==> src/rtl/flag_reader_pkg.sv <==
// ---------------------------------------------------------------------------
// flag_reader_pkg : shared state encoding and one-hot helper
// Rev 1.0
// ---------------------------------------------------------------------------
`default_nettype none

package flag_reader_pkg;

    typedef enum logic [1:0] {
        IDLE    = 2'd0,
        PRESENT = 2'd1,
        CLEAR   = 2'd2
    } state_t;

    localparam int C_MAX_FLAGS = 256;

    // Callers narrow the result to their own flag count with a size cast.
    function automatic logic [C_MAX_FLAGS-1:0] onehot(input logic [7:0] idx);
        onehot      = '0;
        onehot[idx] = 1'b1;
    endfunction

endpackage

`default_nettype wire

==> src/rtl/rr_pick.sv <==
// ---------------------------------------------------------------------------
// rr_pick : combinational round-robin picker, first request at or above ptr
// Rev 1.0
// ---------------------------------------------------------------------------
`default_nettype none

module rr_pick #(
    parameter  int N_FLAGS = 8,
    localparam int IDX_W   = $clog2(N_FLAGS)
) (
    input  logic [N_FLAGS-1:0] req,
    input  logic [IDX_W-1:0]   ptr,
    output logic               any,
    output logic [IDX_W-1:0]   idx
);

    logic [2*N_FLAGS-1:0] w_dbl;
    logic [2*N_FLAGS-1:0] w_masked;
    logic                 w_found;

    // The upper copy supplies the wrapped-around candidates below ptr.
    assign w_dbl = {req, req};
    assign any   = |req;

    always_comb begin
        for (int i = 0; i < 2*N_FLAGS; i++) begin
            w_masked[i] = w_dbl[i] && (i >= int'(ptr));
        end
    end

    always_comb begin
        idx     = '0;
        w_found = 1'b0;
        for (int i = 0; i < 2*N_FLAGS; i++) begin
            if (!w_found && w_masked[i]) begin
                w_found = 1'b1;
                idx     = IDX_W'(i % N_FLAGS);
            end
        end
    end

endmodule

`default_nettype wire

==> src/rtl/flag_event_reader.sv <==
// ---------------------------------------------------------------------------
// flag_event_reader : reports sticky flags one at a time, then clears them
// Rev 1.0
// ---------------------------------------------------------------------------
`default_nettype none

module flag_event_reader
    import flag_reader_pkg::*;
#(
    parameter  int N_FLAGS = 8,
    localparam int IDX_W   = $clog2(N_FLAGS),
    parameter  int CNT_W   = 16
) (
    input  logic               i_clk,
    input  logic               i_arst_n,
    input  logic [N_FLAGS-1:0] i_flags,
    output logic [N_FLAGS-1:0] o_clr,
    output logic               o_valid,
    input  logic               i_ready,
    output logic [IDX_W-1:0]   o_idx,
    output logic [CNT_W-1:0]   o_evt_cnt,
    output logic               o_busy
);

    localparam logic [CNT_W-1:0] C_CNT_MAX  = '1;
    localparam logic [IDX_W-1:0] C_LAST_IDX = IDX_W'(N_FLAGS - 1);

    state_t             r_state;
    logic [IDX_W-1:0]   r_ptr;
    logic               w_any;
    logic [IDX_W-1:0]   w_pick;

    rr_pick #(
        .N_FLAGS (N_FLAGS)
    ) u_pick (
        .req (i_flags),
        .ptr (r_ptr),
        .any (w_any),
        .idx (w_pick)
    );

    always_ff @(posedge i_clk or negedge i_arst_n) begin
        if (!i_arst_n) begin
            r_state   <= IDLE;
            r_ptr     <= '0;
            o_valid   <= 1'b0;
            o_clr     <= '0;
            o_idx     <= '0;
            o_evt_cnt <= '0;
            o_busy    <= 1'b0;
        end else begin
            case (r_state)
                IDLE: begin
                    o_clr <= '0;
                    if (w_any) begin
                        o_idx   <= w_pick;
                        o_valid <= 1'b1;
                        o_busy  <= 1'b1;
                        r_state <= PRESENT;
                    end
                end
                // Flag activity is ignored here: the captured index is reported
                // even if its flag has since dropped.
                PRESENT: begin
                    if (i_ready) begin
                        o_valid <= 1'b0;
                        o_clr   <= N_FLAGS'(onehot(8'(o_idx)));
                        r_ptr   <= (o_idx == C_LAST_IDX) ? '0 : o_idx + 1'b1;
                        if (o_evt_cnt != C_CNT_MAX) begin
                            o_evt_cnt <= o_evt_cnt + 1'b1;
                        end
                        r_state <= CLEAR;
                    end
                end
                CLEAR: begin
                    o_clr   <= '0;
                    o_busy  <= 1'b0;
                    r_state <= IDLE;
                end
                default: begin
                    o_valid <= 1'b0;
                    o_clr   <= '0;
                    o_busy  <= 1'b0;
                    r_state <= IDLE;
                end
            endcase
        end
    end

endmodule

`default_nettype wire

==> config.mk <==
export PLATFORM = sky130hd
export DESIGN_NAME = flag_event_reader
export DESIGN_NICKNAME = d
export VERILOG_FILES = /design/src/rtl/flag_reader_pkg.sv /design/src/rtl/rr_pick.sv /design/src/rtl/flag_event_reader.sv
export SDC_FILE = /design/constraint.sdc
export NUM_CORES = 1
export LEC_CHECK = 0
export CAP_MARGIN = 20
export CORE_UTILIZATION = 47
export CTS_CLUSTER_SIZE = 24
export DETAILED_ROUTE_END_ITERATION = 16
export PLACE_DENSITY = 0.82
export SLEW_MARGIN = 20
export SYNTH_ARGS = -nofsm -noshare
export SYNTH_HDL_FRONTEND = slang
export SYNTH_SLANG_ARGS = --single-unit
==> constraint.sdc <==
create_clock -name i_clk -period 2.4 [get_ports i_clk]
set_clock_uncertainty 0.05 [all_clocks]
set_input_delay 0.72 -clock i_clk [delete_from_list [all_inputs] [get_ports i_clk]]
set_output_delay 0.72 -clock i_clk [all_outputs]
set_load 0.01 [all_outputs]
; ---- Yosys cells after proc, flatten, opt, wreduce, memory -nomap -nowiden
; Cells that the tools add are included.
; W data, S select, Z words.
[classes]
add_sub_neg = 2
magnitude_cmp = 9
eq_ne = 6
mux = 42
n_bitwise = 2
reduce_logical = 46
[ops]
columns = cell, count
row1 = $mux W3, 15
row2 = $logic_and A1 B1 Y1, 23
row3 = $mux W1, 19
row4 = $add A16 B1 Y16 const B, 1
row5 = $mux W8, 2
row6 = $ne A16 B16 Y1 const B, 1
row7 = $logic_not A1 Y1, 15
row8 = $ge A3 B3 Y1 const A, 3
row9 = $lt A3 B9 Y1 const B, 1
row10 = $reduce_and A2 Y1, 4
row11 = $reduce_or A8 Y1, 1
row12 = $ge A1 B3 Y1 const A, 2
row13 = $ge A2 B3 Y1 const A, 2
row14 = $reduce_and A3 Y1, 2
row15 = $mux W2, 2
row16 = $pmux W2 S2, 1
row17 = $add A3 B1 Y3 const B, 1
row18 = $demux W1 S3, 1
row19 = $eq A3 B3 Y1 const B, 1
row20 = $ge A3 B1 Y1 const B, 1
row21 = $pmux W1 S3, 1
row22 = $eq A2 B1 Y1 const B, 1
row23 = $eq A2 B2 Y1 const B, 1
row24 = $logic_not A2 Y1, 1
row25 = 4 further kinds, 5
[totals]
register_bits = 34
output_inout_bits = 29
wordCells = 114

; ---- Longest topological paths before layout
; Gate-level depths: netlist (run 1).
[depth]
depth_word = 48
depth_mapped = 6

; ---- Modules after synthesis
; Synthesis (run 1) repeated with hierarchy kept, for this count alone.
[hier_totals]
cells_unflattened = 164
area_unflattened_um2 = 1750.4
[by_module_without_submodules]
columns = module, n_inst, cells_per_inst, area_per_inst_um2
row1 = flag_event_reader, 1, 128, 1507.7
row2 = rr_pick, 1, 36, 242.7

; ---- Least setup slack after synthesis (run 1)
; No wires, ideal clock.
[synth_timing]
kind = in2reg
start = input i_flags[0]
end = register o_idx[1]
arrival_ns = 1.564
path_slack_ns = 0.659
cell_stages = 5
cell_sequence = nor3_1 > nand3_1 > o21a_1 > o21ai_0 > o22ai_1
[synth_between]
elab_chain_cells = 47
[synth_rtl]
columns = element, line
row1 = start: declaration, flag_event_reader.sv:16  ; input logic [N_FLAGS-1:0] i_flags,
row2 = $logic_and A1 B1 Y1, rr_pick.sv:27  ; w_masked[i] = w_dbl[i] && (i >= int'(ptr));
row3 = $mux W1, rr_pick.sv:35  ; if (!w_found && w_masked[i]) begin
row4 = $logic_not A1 Y1, rr_pick.sv:35
row5 = $logic_and A1 B1 Y1, rr_pick.sv:35
row6 = $mux W1, rr_pick.sv:35
row7 = $logic_not A1 Y1, rr_pick.sv:35
row8 = $logic_and A1 B1 Y1, rr_pick.sv:35
row9 = $mux W1, rr_pick.sv:35
row10 = [... 31 more ...], --
row11 = $logic_and A1 B1 Y1, rr_pick.sv:35
row12 = $mux W1, rr_pick.sv:35
row13 = $logic_not A1 Y1, rr_pick.sv:35
row14 = $logic_and A1 B1 Y1, rr_pick.sv:35
row15 = $mux W1, rr_pick.sv:35
row16 = $logic_not A1 Y1, rr_pick.sv:35
row17 = $logic_and A1 B1 Y1, rr_pick.sv:35
row18 = $mux W3, rr_pick.sv:35
row19 = end signal: assignment, flag_event_reader.sv:56  ; o_idx <= w_pick;
row20 = end: declaration, flag_event_reader.sv:20  ; output logic [IDX_W-1:0] o_idx,
; Several ways; a longest one is shown, not always the timed one.
; A chain may end at the register's enable or synchronous reset.

; ---- Final worst setup path (run 1)
[layout_timing]
start = register o_idx[1]
end = output o_idx[1]
; No word-level cell between the ends.

==> tab_implementation.tex, run 1 <==
\begin{tabular}{lr}
\hline
Metric & Value \\
\hline
\multicolumn{2}{l}{\textbf{Floorplanning}} \\
Initial Util & 0.505 \\
Site row count & 21 \\
Width of the die & 62.6 um \\
Die area & $\sim$4000 um2 \\
Total I/O pin count & 40 \\
Floorplan die height & 62.6 um \\
Core Region & 3420 um2 \\
\multicolumn{2}{l}{\textbf{Worst setup path}} \\
Worst EP arrival & 1.47 ns \\
Number of buffer and inverter stages on the critical path & 1 \\
Worst reg2reg path depth & 5 \\
Capture point of the worst reg-to-reg path & o\_evt\_cnt[1]\$\_DFFE\_PN0P\_ \\
Slowest library cell on the worst path & clkdlybuf4s50\_1 \\
Worst Setup Start Kind & register \\
Kind of cell adding the most delay to the critical path & buffers and inverters \\
Max stage delay on crit path & 0.60 ns \\
Critical Path Stages & 1 \\
R2R Path Start & o\_evt\_cnt[0]\$\_DFFE\_PN0P\_ \\
Element type at the critical path end & output port \\
Maximum fanout encountered on the critical timing path & 9 \\
Critical path required time & 1.63 ns \\
Setup slack on the worst flop-to-flop path & 0.53 ns \\
Worst Setup Path Type & register to output port \\
Critical Path, Cell by Cell & clkdlybuf4s50\_1 \\
\multicolumn{2}{l}{\textbf{Clock tree}} \\
Total of hold buffers inserted after clock tree synthesis & 0 \\
Skew-Pair Late Insertion Delay & 0.33 ns \\
Clock tree from TritonCTS & built \\
Number of sinks driven by the clock tree & 34 \\
Deepest clock path buffer count & 2 \\
Clock buffer count from CTS & 5 \\
Total of cells resized after clock tree synthesis & 0 \\
Clock slew at the register clock pins of the worst setup and hold paths & 0.09 ns \\
Depth of the CTS H-tree & 2 \\
Clk root buf & clkbuf\_4 \\
Setup fix buffers added after clock tree synthesis & 0 \\
\multicolumn{2}{l}{\textbf{Placement}} \\
Half-perimeter wire length after placement & 2850 um \\
Final weighted congestion in routability-driven placement & approximately 0.91 \\
Post-placement worst setup slack & 0.0375 ns \\
IO Port Bufs & 39 \\
\multicolumn{2}{l}{\textbf{Pwr}} \\
Switching portion of total power & 0.377 \\
Maximum ir drop on the vdd rail & about 0.0006 V \\
NetSw & roughly 0.81 mW \\
Share of power burned in registers & 0.444 \\
Part of the total power dissipated in combinational logic & 0.414 \\
Power density of the placed cells & 940 nW/um2 \\
Clock network fraction of design power & 0.143 \\
Internal power & approximately 1.3 mW \\
Leakage Power & between 1 and 1.5 nW \\
\multicolumn{2}{l}{\textbf{Routing}} \\
Metal-1 WL & 1680 um \\
Residual DRC & 0 \\
Vias per cell & roughly 5.5 \\
Post-detailed-routing wire length & 3850 um \\
Top routing layer in use & met4 \\
DR WL met3 & 173 um \\
Routed wire per std cell & 14.4 um \\
First-pass iteration count of the detailed router & 4 \\
Met2 wire length & 1910 um \\
Number of DRC violations after detailed-routing iteration 0 & just under 100 \\
Antenna violation net count after detailed routing & 0 \\
Detailed-route via count & 1487 \\
\multicolumn{2}{l}{\textbf{Final layout}} \\
Filler cell count in the final layout & around 290 \\
Share of layout cells above drive strength 1 & 0.0991 \\
Area occupied by multi-input gates & 838 um2 \\
Area delta synth->final & 32.6\% \\
Inserted Diodes & 0 \\
Register cell area after layout & 851 um2 \\
Net count, final & 237 \\
Final cell utilization of the core & 0.669 \\
\multicolumn{2}{l}{\textbf{Global route}} \\
GRT Util Overall & 0.220 \\
Wire length of the first global-routing pass & about 6700 um \\
Number of global-route vias before repair & 1451 \\
Global route total overflow & 0 \\
Largest net degree at the start of global routing & 35 \\
Number of antenna violations at the first check in global routing & 0 \\
\multicolumn{2}{l}{\textbf{Yosys}} \\
Top cells by area, synth & dfrtp\_1 (49\%), xnor2\_1 (4.1\%), nand2\_1 (3.9\%), nor2\_1 (3.0\%), xor2\_1 (3.0\%) \\
Post-synthesis instance area & 1720 um2 \\
Synth Area per Inst & approximately 10 um2 \\
FFs w/ async S/R, synth & 1.00 \\
YS warnings & 0 \\
Sequential cell area fraction in the yosys report & 0.493 \\
Number of synthesized flops with an enable pin & 0 \\
Synth Net Count & 183 \\
Largest area contributor in the netlist & dfrtp\_1 \\
FF+latch count, synth & 34 \\
Number of different library cells in the post-synthesis netlist & 46 \\
Predominant post-synthesis flop cell & dfrtp\_1 \\
Gate Count Post-Synth & 169 \\
Share of the synthesized area in the top cell type & 0.493 \\
\multicolumn{2}{l}{\textbf{Worst hold path}} \\
End point of the worst hold path & o\_clr[7]\$\_DFFE\_PN0P\_ \\
Worst Hold Class & register to register \\
Min-Delay Path Depth & 2 \\
Start point of the worst hold path & o\_clr[7]\$\_DFFE\_PN0P\_ \\
\multicolumn{2}{l}{\textbf{Status}} \\
Run status & finished clean \\
\multicolumn{2}{l}{\textbf{STA}} \\
Least setup slack across all paths after layout & 0.164 ns \\
Transition time of the tightest slew-check pin & 0.678 ns \\
Worst relative slew slack & 0.536 \\
Final worst-path cycle share & 0.932 \\
Setup repair after global routing missed its margin & false \\
Count of endpoints failing hold in the final timing report & 0 \\
Total count of max-transition violations in the final report & 0 \\
Fmax & 0.447 GHz \\
\# setup viols final & 0 \\
Final Critical Period & 2.24 ns \\
Total negative slack & 0 ns \\
\multicolumn{2}{l}{\textbf{Run}} \\
MaxCap Viol Count & 0 \\
\hline
\end{tabular}
[power groups by stage]
stage | combinational, mW | sequential, mW | clock, mW
CTS | 0.890 | 0.954 | 0.313
global route | 0.977 | 0.985 | 0.340
global placement | 0.860 | 0.945 | 0
floorplan | 0.453 | 0.945 | 0
detailed placement | 0.884 | 0.961 | 0
finish | 0.889 | 0.954 | 0.306
[worst register-to-register path: stages (launching register included)]
cell	delay [ns]
dfrtp_1	0.42
ha_1	0.20
and2_1	0.24
nand4_1	0.17
o21ai_2	0.34
mux2_4	0.33
[per-stage QoR]
stage	total power [mW]	instances	hold slack [ns]	area (um2)
final	2.15	268	0.438	2290
after global routing	2.30	268	0.462	2290
after CTS	2.16	268	0.443	2290
after detailed placement	1.85	262	0.417	2230
after global placement	1.80	262	0.411	2230
after floorplan	1.40	169	0.374	1720
[cell families after synthesis]
family,share of synthesized area
compound gates,0.154
xor+xnor,0.0711
fa+ha+maj,0.0218
buf+inv,0.0203
flops,0.493
mux,0.0145
simple gates,0.225
[cells in the final DEF, fill, tap and decap left out, drive strengths merged, types with 3 or more instances in the layout]
cell type	n
inv	7
a22o	3
o21ai	10
nand3	5
clkdlybuf4s50	39
dfrtp	34
nand4	7
nand2	18
ha	3
xnor2	8
a32o	4
xor2	6
nor2	14
a21oi	4
o21a	3
nor2b	4
nand2b	3
clkbuf	6
and3	3
nor3	6
buf	9
[area by class of cell]
cell class / instances / area share
sequential: 34 / 0.372
inverter: 8 / 0.0131
multi-input combinational: 126 / 0.367
clock buffer: 6 / 0.0224
timing repair buffer: 48 / 0.200
tap: 46 / 0.0252
[cell usage after synthesis, drive strengths merged, types with 5 or more instances]
cell,instances
inv,7
xor2,6
dfrtp,34
xnor2,8
o21ai,10
nand2,18
nand3,5
nand4,7
nor3,6
nor2,14
[registers in the layout, summed over array words and instances, names as in the netlist]
signal     flops
o_evt_cnt     16
o_busy         1
o_clr          8
o_valid        1
r_ptr          3
r_state        2
o_idx          3
[layer usage]
metal | vias up | track usage
met5 | - | 0
met4 | 0 | 0.108
met3 | 10 | 0.0420
met2 | 50 | 0.367
met1 | 705 | 0.272
li1 | 722 | -
[how the worst max path moves through the flow]
stage	startpoint	endpoint	slack, ns
after CTS	o_idx[0]$_DFFE_PN0P_	o_idx[0]	0.15
after detailed placement	i_ready	o_evt_cnt[15]$_DFFE_PN0P_	0.04
final	o_idx[1]$_DFFE_PN0P_	o_idx[1]	0.16
after global placement	i_flags[0]	o_idx[1]$_DFFE_PN0P_	0.1
after floorplan	i_flags[0]	o_idx[1]$_DFFE_PN0P_	0.66
after global routing	o_idx[0]$_DFFE_PN0P_	o_idx[0]	0.09
Note: power is estimated with default switching activity, not from simulation.
==> run 2, diff against run 1 <==
--- a/config.mk
+++ b/config.mk
@@ -5,11 +5,12 @@
 export SDC_FILE = /design/constraint.sdc
 export NUM_CORES = 1
 export LEC_CHECK = 0
+export ABC_AREA = 1
 export CAP_MARGIN = 20
 export CORE_UTILIZATION = 47
 export CTS_CLUSTER_SIZE = 24
 export DETAILED_ROUTE_END_ITERATION = 16
-export PLACE_DENSITY = 0.82
+export PLACE_DENSITY = 0.8
 export SLEW_MARGIN = 20
 export SYNTH_ARGS = -nofsm -noshare
 export SYNTH_HDL_FRONTEND = slang
==> run 2 against run 1 <==
Net effect: clock power grew 47%; final cell count grew 19%; synthesized cell count grew 30%; clock-buffer cell count unchanged; synthesized area is 10% higher; highest routed layer unchanged; hold slack gained 0.013 ns; via count rose by 14%; sequential share of layout area decreased by 2.9 points.
==> tab_implementation.tex, run 2 <==
\begin{tabular}{lr}
\hline
Metric & Value \\
\hline
\multicolumn{2}{l}{\textbf{Floorplanning}} \\
Width of the die & 65.6 um (+4.9\%) \\
Floorplan die height & 65.6 um (+4.9\%) \\
Site row count & 22 (+4.8\%) \\
Total I/O pin count & 40 (unchanged) \\
Die area & 4300 um2 (+10\%) \\
Initial Util & 0.504 (about the same) \\
Core Region & 3770 um2 (+10\%) \\
\multicolumn{2}{l}{\textbf{Worst setup path}} \\
Critical Path, Cell by Cell & clkdlybuf4s50\_1 \\
Worst Setup Path Type & register to output port \\
Slowest library cell on the worst path & clkdlybuf4s50\_1 \\
Worst reg2reg path depth & 9 (+4) \\
Kind of cell adding the most delay to the critical path & buffers and inverters \\
Setup slack on the worst flop-to-flop path & 0.62 ns (+0.09 ns) \\
Number of buffer and inverter stages on the critical path & 1 (unchanged) \\
Worst Setup Start Kind & register \\
Critical path required time & 1.63 ns (about the same) \\
Max stage delay on crit path & 0.60 ns (about the same) \\
Element type at the critical path end & output port \\
Capture point of the worst reg-to-reg path & o\_evt\_cnt[14]\$\_DFFE\_PN0P\_ \\
Maximum fanout encountered on the critical timing path & 8 (-1) \\
R2R Path Start & o\_evt\_cnt[0]\$\_DFFE\_PN0P\_ \\
Worst EP arrival & 1.43 ns (-0.04 ns) \\
\multicolumn{2}{l}{\textbf{Routing}} \\
First-pass iteration count of the detailed router & 4 (unchanged) \\
Post-detailed-routing wire length & 4220 um (+9.6\%) \\
Routed wire per std cell & 13.3 um (-7.6\%) \\
Vias per cell & 5.35 (-3.6\%) \\
Number of DRC violations after detailed-routing iteration 0 & 110 (+11\%) \\
Antenna violation net count after detailed routing & 0 (unchanged) \\
Residual DRC & 0 (unchanged) \\
Detailed-route via count & 1701 (+14\%) \\
\multicolumn{2}{l}{\textbf{Pwr}} \\
Overall power consumption & 2.36 mW (+9.8\%) \\
Power density of the placed cells & 953 nW/um2 (+1.4\%) \\
Leakage Power & 1.10 nW (+9.7\%) \\
Maximum ir drop on the vdd rail & 0.000568 V (-3.0\%) \\
\multicolumn{2}{l}{\textbf{STA}} \\
Worst relative slew slack & 0.713 (+0.177) \\
Count of endpoints failing hold in the final timing report & 0 (unchanged) \\
Least setup slack across all paths after layout & 0.204 ns (+0.0404 ns) \\
Setup repair after global routing missed its margin & false \\
Final Critical Period & 2.20 ns (-0.0404 ns) \\
Total negative slack & 0 ns (unchanged) \\
Fmax & 0.455 GHz (+1.8\%) \\
Transition time of the tightest slew-check pin & 0.430 ns (-0.248 ns) \\
Total count of max-transition violations in the final report & 0 (unchanged) \\
\# setup viols final & 0 (unchanged) \\
Final worst-path cycle share & 0.915 (-0.0168) \\
\multicolumn{2}{l}{\textbf{Yosys}} \\
Largest area contributor in the netlist & dfrtp\_1 \\
FFs w/ async S/R, synth & 1.00 (unchanged) \\
Share of the synthesized area in the top cell type & 0.447 (-0.0461) \\
Synth Area per Inst & 8.68 um2 (-15\%) \\
FF+latch count, synth & 34 (unchanged) \\
Post-synthesis instance area & 1900 um2 (+10\%) \\
Ranking of synthesized cells by instance count & nor2\_1 (35), dfrtp\_1 (34), nand2\_1 (34) \\
Most frequently used cell type in the post-synthesis netlist & nor2\_1 \\
Sequential cell area fraction in the yosys report & 0.447 (-0.0461) \\
Gate Count Post-Synth & 219 (+30\%) \\
Top cells by area, synth & dfrtp\_1 (45\%), nor2\_1 (6.9\%), nand2\_1 (6.7\%), nand3\_1 (5.5\%), o41ai\_1 (3.7\%) \\
Predominant post-synthesis flop cell & dfrtp\_1 \\
Number of different library cells in the post-synthesis netlist & 29 (-37\%) \\
YS warnings & 0 (unchanged) \\
Number of synthesized flops with an enable pin & 0 (unchanged) \\
Synth Net Count & 233 (+27\%) \\
\multicolumn{2}{l}{\textbf{Final layout}} \\
Share of layout cells above drive strength 1 & 0.137 (+0.0379) \\
Filler cell count in the final layout & 342 (+19\%) \\
Largest registers & o\_evt\_cnt (16), o\_clr (8) \\
Most flops, register & o\_evt\_cnt \\
Commonest non-fill, non-tap cell in the layout & clkdlybuf4s50\_1 \\
Net count, final & 283 (+19\%) \\
Leading cell types in the layout, fill and taps excluded & clkdlybuf4s50\_1 (39), nor2\_1 (35), nand2\_1 (34), dfrtp\_1 (34), nand3\_1 (21) \\
Largest register FFs & 16 (unchanged) \\
Area delta synth->final & 30.3\% \\
Inserted Diodes & 0 (unchanged) \\
\multicolumn{2}{l}{\textbf{Clock tree}} \\
Clock tree from TritonCTS & built \\
Clk root buf & clkbuf\_8 \\
Depth of the CTS H-tree & 2 (unchanged) \\
Total of cells resized after clock tree synthesis & 0 (unchanged) \\
Clock slew at the register clock pins of the worst setup and hold paths & 0.08 ns (about the same) \\
Clock buffer count from CTS & 5 (unchanged) \\
Skew-Pair Late Insertion Delay & 0.30 ns (-0.03 ns) \\
Number of sinks driven by the clock tree & 34 (unchanged) \\
Deepest clock path buffer count & 2 (unchanged) \\
Total of hold buffers inserted after clock tree synthesis & 0 (unchanged) \\
Setup fix buffers added after clock tree synthesis & 0 (unchanged) \\
\multicolumn{2}{l}{\textbf{Global route}} \\
GRT Util Overall & 0.216 (-0.00366) \\
Global route total overflow & 0 (unchanged) \\
Number of global-route vias before repair & 1561 (+7.6\%) \\
Largest net degree at the start of global routing & 35 (unchanged) \\
Number of antenna violations at the first check in global routing & 0 (unchanged) \\
Wire length of the first global-routing pass & 7110 um (+6.3\%) \\
\multicolumn{2}{l}{\textbf{Worst hold path}} \\
Worst Hold Class & register to register \\
Start point of the worst hold path & o\_valid\$\_DFFE\_PN0P\_ \\
End point of the worst hold path & o\_valid\$\_DFFE\_PN0P\_ \\
Min-Delay Path Depth & 2 (unchanged) \\
\multicolumn{2}{l}{\textbf{Placement}} \\
Post-placement worst setup slack & 0.0883 ns (+0.0509 ns) \\
Final weighted congestion in routability-driven placement & 0.894 (-1.2\%) \\
IO Port Bufs & 39 (unchanged) \\
Half-perimeter wire length after placement & 3130 um (+9.8\%) \\
\multicolumn{2}{l}{\textbf{Status}} \\
Run status & finished clean \\
\multicolumn{2}{l}{\textbf{Run}} \\
MaxCap Viol Count & 0 (unchanged) \\
\hline
\end{tabular}
==> run 2: report_power, final <==
part / switching [mW] / internal (mW)
sequential: 0.177 / 0.719
clock: 0.220 / 0.231
combinational: 0.558 / 0.457
==> run 2: logic make-up (layout without fill, tap and decap cells) <==
kind of cell | Yosys count | in the layout | share of synthesized area
buf+inv | 26 | 77 | 0.0559
mux | 4 | 4 | 0.0316
compound gates | 25 | 25 | 0.0855
flops | 34 | 34 | 0.447
xor+xnor | 14 | 14 | 0.0645
simple gates | 113 | 113 | 0.295
fa+ha+maj | 3 | 3 | 0.0197
==> run 2: worst max path at each step <==
stage	from	endpoint	slack, ns	cells after the start
after global routing	o_idx[2]$_DFFE_PN0P_	o_idx[2]	0.17	1
after detailed placement	i_flags[1]	o_idx[2]$_DFFE_PN0P_	0.09	7
after floorplan	i_flags[1]	o_idx[2]$_DFFE_PN0P_	0.71	6
after CTS	o_idx[2]$_DFFE_PN0P_	o_idx[2]	0.19	1
final	o_idx[2]$_DFFE_PN0P_	o_idx[2]	0.20	1
after global placement	i_flags[1]	o_idx[1]$_DFFE_PN0P_	0.12	7
==> run 2: layout make-up <==
class | count | area, um2 | share of cell area
Clock inverter | 2 | 12.5 | 0.00505
Clock buffer | 6 | 82.6 | 0.0333
Inverter | 24 | 91.3 | 0.0369
Sequential cell | 34 | 851 | 0.343
Multi-Input combinational cell | 159 | 945 | 0.381
Timing Repair Buffer | 45 | 435 | 0.176
Tap cell | 48 | 60.1 | 0.0242
==> run 2: metal layers <==
metal	global-route usage	share of wire	up-vias
li1	-	-	840
met1	0.295	0.48	809
met2	0.341	0.46	46
met3	0.0451	0.047	6
met4	0.0652	0.013	0
met5	0	0	-
==> run 2: through the flow <==
stage | instances | hold slack (ns) | instance area [um2] | util
detailed placement | 310 | 0.441 | 2380 | 0.632
floorplan | 219 | 0.374 | 1900 | -
global route | 318 | 0.492 | 2480 | 0.657
CTS | 318 | 0.460 | 2480 | 0.657
finish | 318 | 0.451 | 2480 | 0.657
global placement | 310 | 0.416 | 2380 | 0.632
==> run 3, diff against run 2 <==
--- a/config.mk
+++ b/config.mk
@@ -5,12 +5,12 @@
 export SDC_FILE = /design/constraint.sdc
 export NUM_CORES = 1
 export LEC_CHECK = 0
-export ABC_AREA = 1
 export CAP_MARGIN = 20
 export CORE_UTILIZATION = 47
 export CTS_CLUSTER_SIZE = 24
 export DETAILED_ROUTE_END_ITERATION = 16
-export PLACE_DENSITY = 0.8
+export PLACE_DENSITY = 0.82
+export RECOVER_POWER = 100
 export SLEW_MARGIN = 20
 export SYNTH_ARGS = -nofsm -noshare
 export SYNTH_HDL_FRONTEND = slang
==> run 3 against run 2 <==
Net effect: wire length fell by 9.1%; worst setup slack got worse by 0.095 ns; global-route usage rose by 0.37 points; sequential power rose by 5.6%; clock power fell by 33%.
==> tab_implementation.tex, run 3 (synthesis results as in run 1) <==
\begin{tabular}{lr}
\hline
Metric & Value \\
\hline
\multicolumn{2}{l}{\textbf{STA}} \\
Fmax & 0.437 GHz (-4.1\%) \\
Setup repair after global routing missed its margin & false \\
Total count of max-transition violations in the final report & 0 (unchanged) \\
Final Critical Period & 2.29 ns (+0.0946 ns) \\
Final worst-path cycle share & 0.954 (+0.0394) \\
Count of endpoints failing hold in the final timing report & 0 (unchanged) \\
Transition time of the tightest slew-check pin & 0.811 ns (+0.380 ns) \\
Total negative slack & 0 ns (unchanged) \\
Worst relative slew slack & 0.460 (-0.254) \\
\# setup viols final & 0 (unchanged) \\
\multicolumn{2}{l}{\textbf{Final layout}} \\
Commonest non-fill, non-tap cell in the layout & dfrtp\_1 \\
Final cell utilization of the core & 0.659 (+0.00167) \\
Share of layout cells above drive strength 1 & 0.0721 (-0.0650) \\
Largest registers & o\_evt\_cnt (16), o\_clr (8) \\
Inserted Diodes & 0 (unchanged) \\
Filler cell count in the final layout & 297 (-13\%) \\
Area delta synth->final & 30.5\% \\
Net count, final & 237 (-16\%) \\
Leading cell types in the layout, fill and taps excluded & dfrtp\_1 (34), dlygate4sd3\_1 (31), nand2\_1 (18), nor2\_1 (14), o21ai\_0 (9) \\
Most flops, register & o\_evt\_cnt \\
Largest register FFs & 16 (unchanged) \\
\multicolumn{2}{l}{\textbf{Worst setup path}} \\
Maximum fanout encountered on the critical timing path & 9 (+1) \\
Worst Setup Start Kind & register \\
R2R Path Start & o\_evt\_cnt[0]\$\_DFFE\_PN0P\_ \\
Setup slack on the worst flop-to-flop path & 0.52 ns (-0.10 ns) \\
Critical Path, Cell by Cell & dlygate4sd3\_1 \\
Worst reg2reg path depth & 5 (-4) \\
Worst Setup Path Type & register to output port \\
Slowest library cell on the worst path & dlygate4sd3\_1 \\
Element type at the critical path end & output port \\
Worst EP arrival & 1.52 ns (+0.09 ns) \\
Number of buffer and inverter stages on the critical path & 1 (unchanged) \\
Max stage delay on crit path & 0.66 ns (+0.06 ns) \\
Kind of cell adding the most delay to the critical path & buffers and inverters \\
Critical path required time & 1.63 ns (about the same) \\
Capture point of the worst reg-to-reg path & o\_evt\_cnt[1]\$\_DFFE\_PN0P\_ \\
\multicolumn{2}{l}{\textbf{Routing}} \\
Post-detailed-routing wire length & 3830 um (-9.1\%) \\
Number of DRC violations after detailed-routing iteration 0 & 101 (-8.2\%) \\
Residual DRC & 0 (unchanged) \\
Vias per cell & 5.51 (+3.0\%) \\
First-pass iteration count of the detailed router & 5 (+1) \\
Routed wire per std cell & 14.3 um (+7.8\%) \\
Detailed-route via count & 1477 (-13\%) \\
Antenna violation net count after detailed routing & 0 (unchanged) \\
\multicolumn{2}{l}{\textbf{Clock tree}} \\
Clock tree from TritonCTS & built \\
Depth of the CTS H-tree & 2 (unchanged) \\
Clock slew at the register clock pins of the worst setup and hold paths & 0.09 ns (about the same) \\
Deepest clock path buffer count & 2 (unchanged) \\
Total of hold buffers inserted after clock tree synthesis & 0 (unchanged) \\
Setup fix buffers added after clock tree synthesis & 0 (unchanged) \\
Clk root buf & clkbuf\_4 \\
Number of sinks driven by the clock tree & 34 (unchanged) \\
Skew-Pair Late Insertion Delay & 0.33 ns (+0.03 ns) \\
Total of cells resized after clock tree synthesis & 0 (unchanged) \\
Clock buffer count from CTS & 5 (unchanged) \\
\multicolumn{2}{l}{\textbf{Worst hold path}} \\
Worst Hold Class & register to register \\
Start point of the worst hold path & o\_clr[7]\$\_DFFE\_PN0P\_ \\
Min-Delay Path Depth & 2 (unchanged) \\
End point of the worst hold path & o\_clr[7]\$\_DFFE\_PN0P\_ \\
\multicolumn{2}{l}{\textbf{Pwr}} \\
Leakage Power & 1.04 nW (-5.3\%) \\
Maximum ir drop on the vdd rail & 0.000569 V (+0.21\%) \\
Power density of the placed cells & 915 nW/um2 (-4.0\%) \\
\multicolumn{2}{l}{\textbf{Floorplanning}} \\
Initial Util & 0.505 (about the same) \\
Total I/O pin count & 40 (unchanged) \\
Floorplan die height & 62.6 um (-4.6\%) \\
Site row count & 21 (-4.5\%) \\
Width of the die & 62.6 um (-4.6\%) \\
Die area & 3910 um2 (-9.1\%) \\
Core Region & 3420 um2 (-9.4\%) \\
\multicolumn{2}{l}{\textbf{Placement}} \\
Final weighted congestion in routability-driven placement & 0.905 (+1.2\%) \\
IO Port Bufs & 39 (unchanged) \\
Half-perimeter wire length after placement & 2850 um (-8.9\%) \\
\multicolumn{2}{l}{\textbf{Global route}} \\
Largest net degree at the start of global routing & 35 (unchanged) \\
Number of global-route vias before repair & 1451 (-7.0\%) \\
Global route total overflow & 0 (unchanged) \\
Number of antenna violations at the first check in global routing & 0 (unchanged) \\
GRT Util Overall & 0.220 (+0.00366) \\
Wire length of the first global-routing pass & 6690 um (-5.9\%) \\
\multicolumn{2}{l}{\textbf{Status}} \\
Run status & finished clean \\
\multicolumn{2}{l}{\textbf{Run}} \\
MaxCap Viol Count & 0 (unchanged) \\
\hline
\end{tabular}
==> run 3: through the flow <==
stage	setup slack [ns]	total power, mW	cells	cell area (um2)	hold WS [ns]
6_report	0.110	2.06	268	2250	0.432
5_1_grt	0.0510	2.21	268	2250	0.465
4_1_cts	0.148	2.16	268	2290	0.443
3_5_place_dp	0.0375	1.85	262	2230	0.417
3_3_place_gp	0.0953	1.80	262	2230	0.411
2_1_floorplan	0.659	1.40	169	1720	0.374
==> run 3: where the power goes <==
part | switching (mW) | internal (mW) | leakage [nW] | total (mW)
Sequential | 0.222 | 0.722 | 0.442 | 0.945
Combinational | 0.400 | 0.410 | 0.571 | 0.809
Clock | 0.173 | 0.132 | 0.0302 | 0.304
==> run 3: cell type report <==
cell class,count,area [um2],area share
inverter,8,30.0,0.0133
clock buffer,6,51.3,0.0228
tap,46,57.6,0.0256
sequential,34,851,0.378
timing repair buffer,48,444,0.197
multi-input combinational,126,816,0.363
==> run 3: worst max path at each step <==
stage | from | to | slack [ns] | cells past startpoint
2_1_floorplan | i_flags[0] | o_idx[1]$_DFFE_PN0P_ | 0.66 | 5
3_3_place_gp | i_flags[0] | o_idx[1]$_DFFE_PN0P_ | 0.1 | 7
3_5_place_dp | i_ready | o_evt_cnt[15]$_DFFE_PN0P_ | 0.04 | 6
4_1_cts | o_idx[0]$_DFFE_PN0P_ | o_idx[0] | 0.15 | 1
5_1_grt | o_idx[1]$_DFFE_PN0P_ | o_idx[1] | 0.05 | 1
6_report | o_idx[1]$_DFFE_PN0P_ | o_idx[1] | 0.11 | 1
==> run 3: per-layer routing <==
metal | GRT usage | wire [um] | vias up
met5 | 0 | 0 | -
met4 | 0.108 | 70 | 0
met3 | 0.0420 | 133 | 8
met2 | 0.367 | 1900 | 39
met1 | 0.272 | 1730 | 705
li1 | - | - | 725
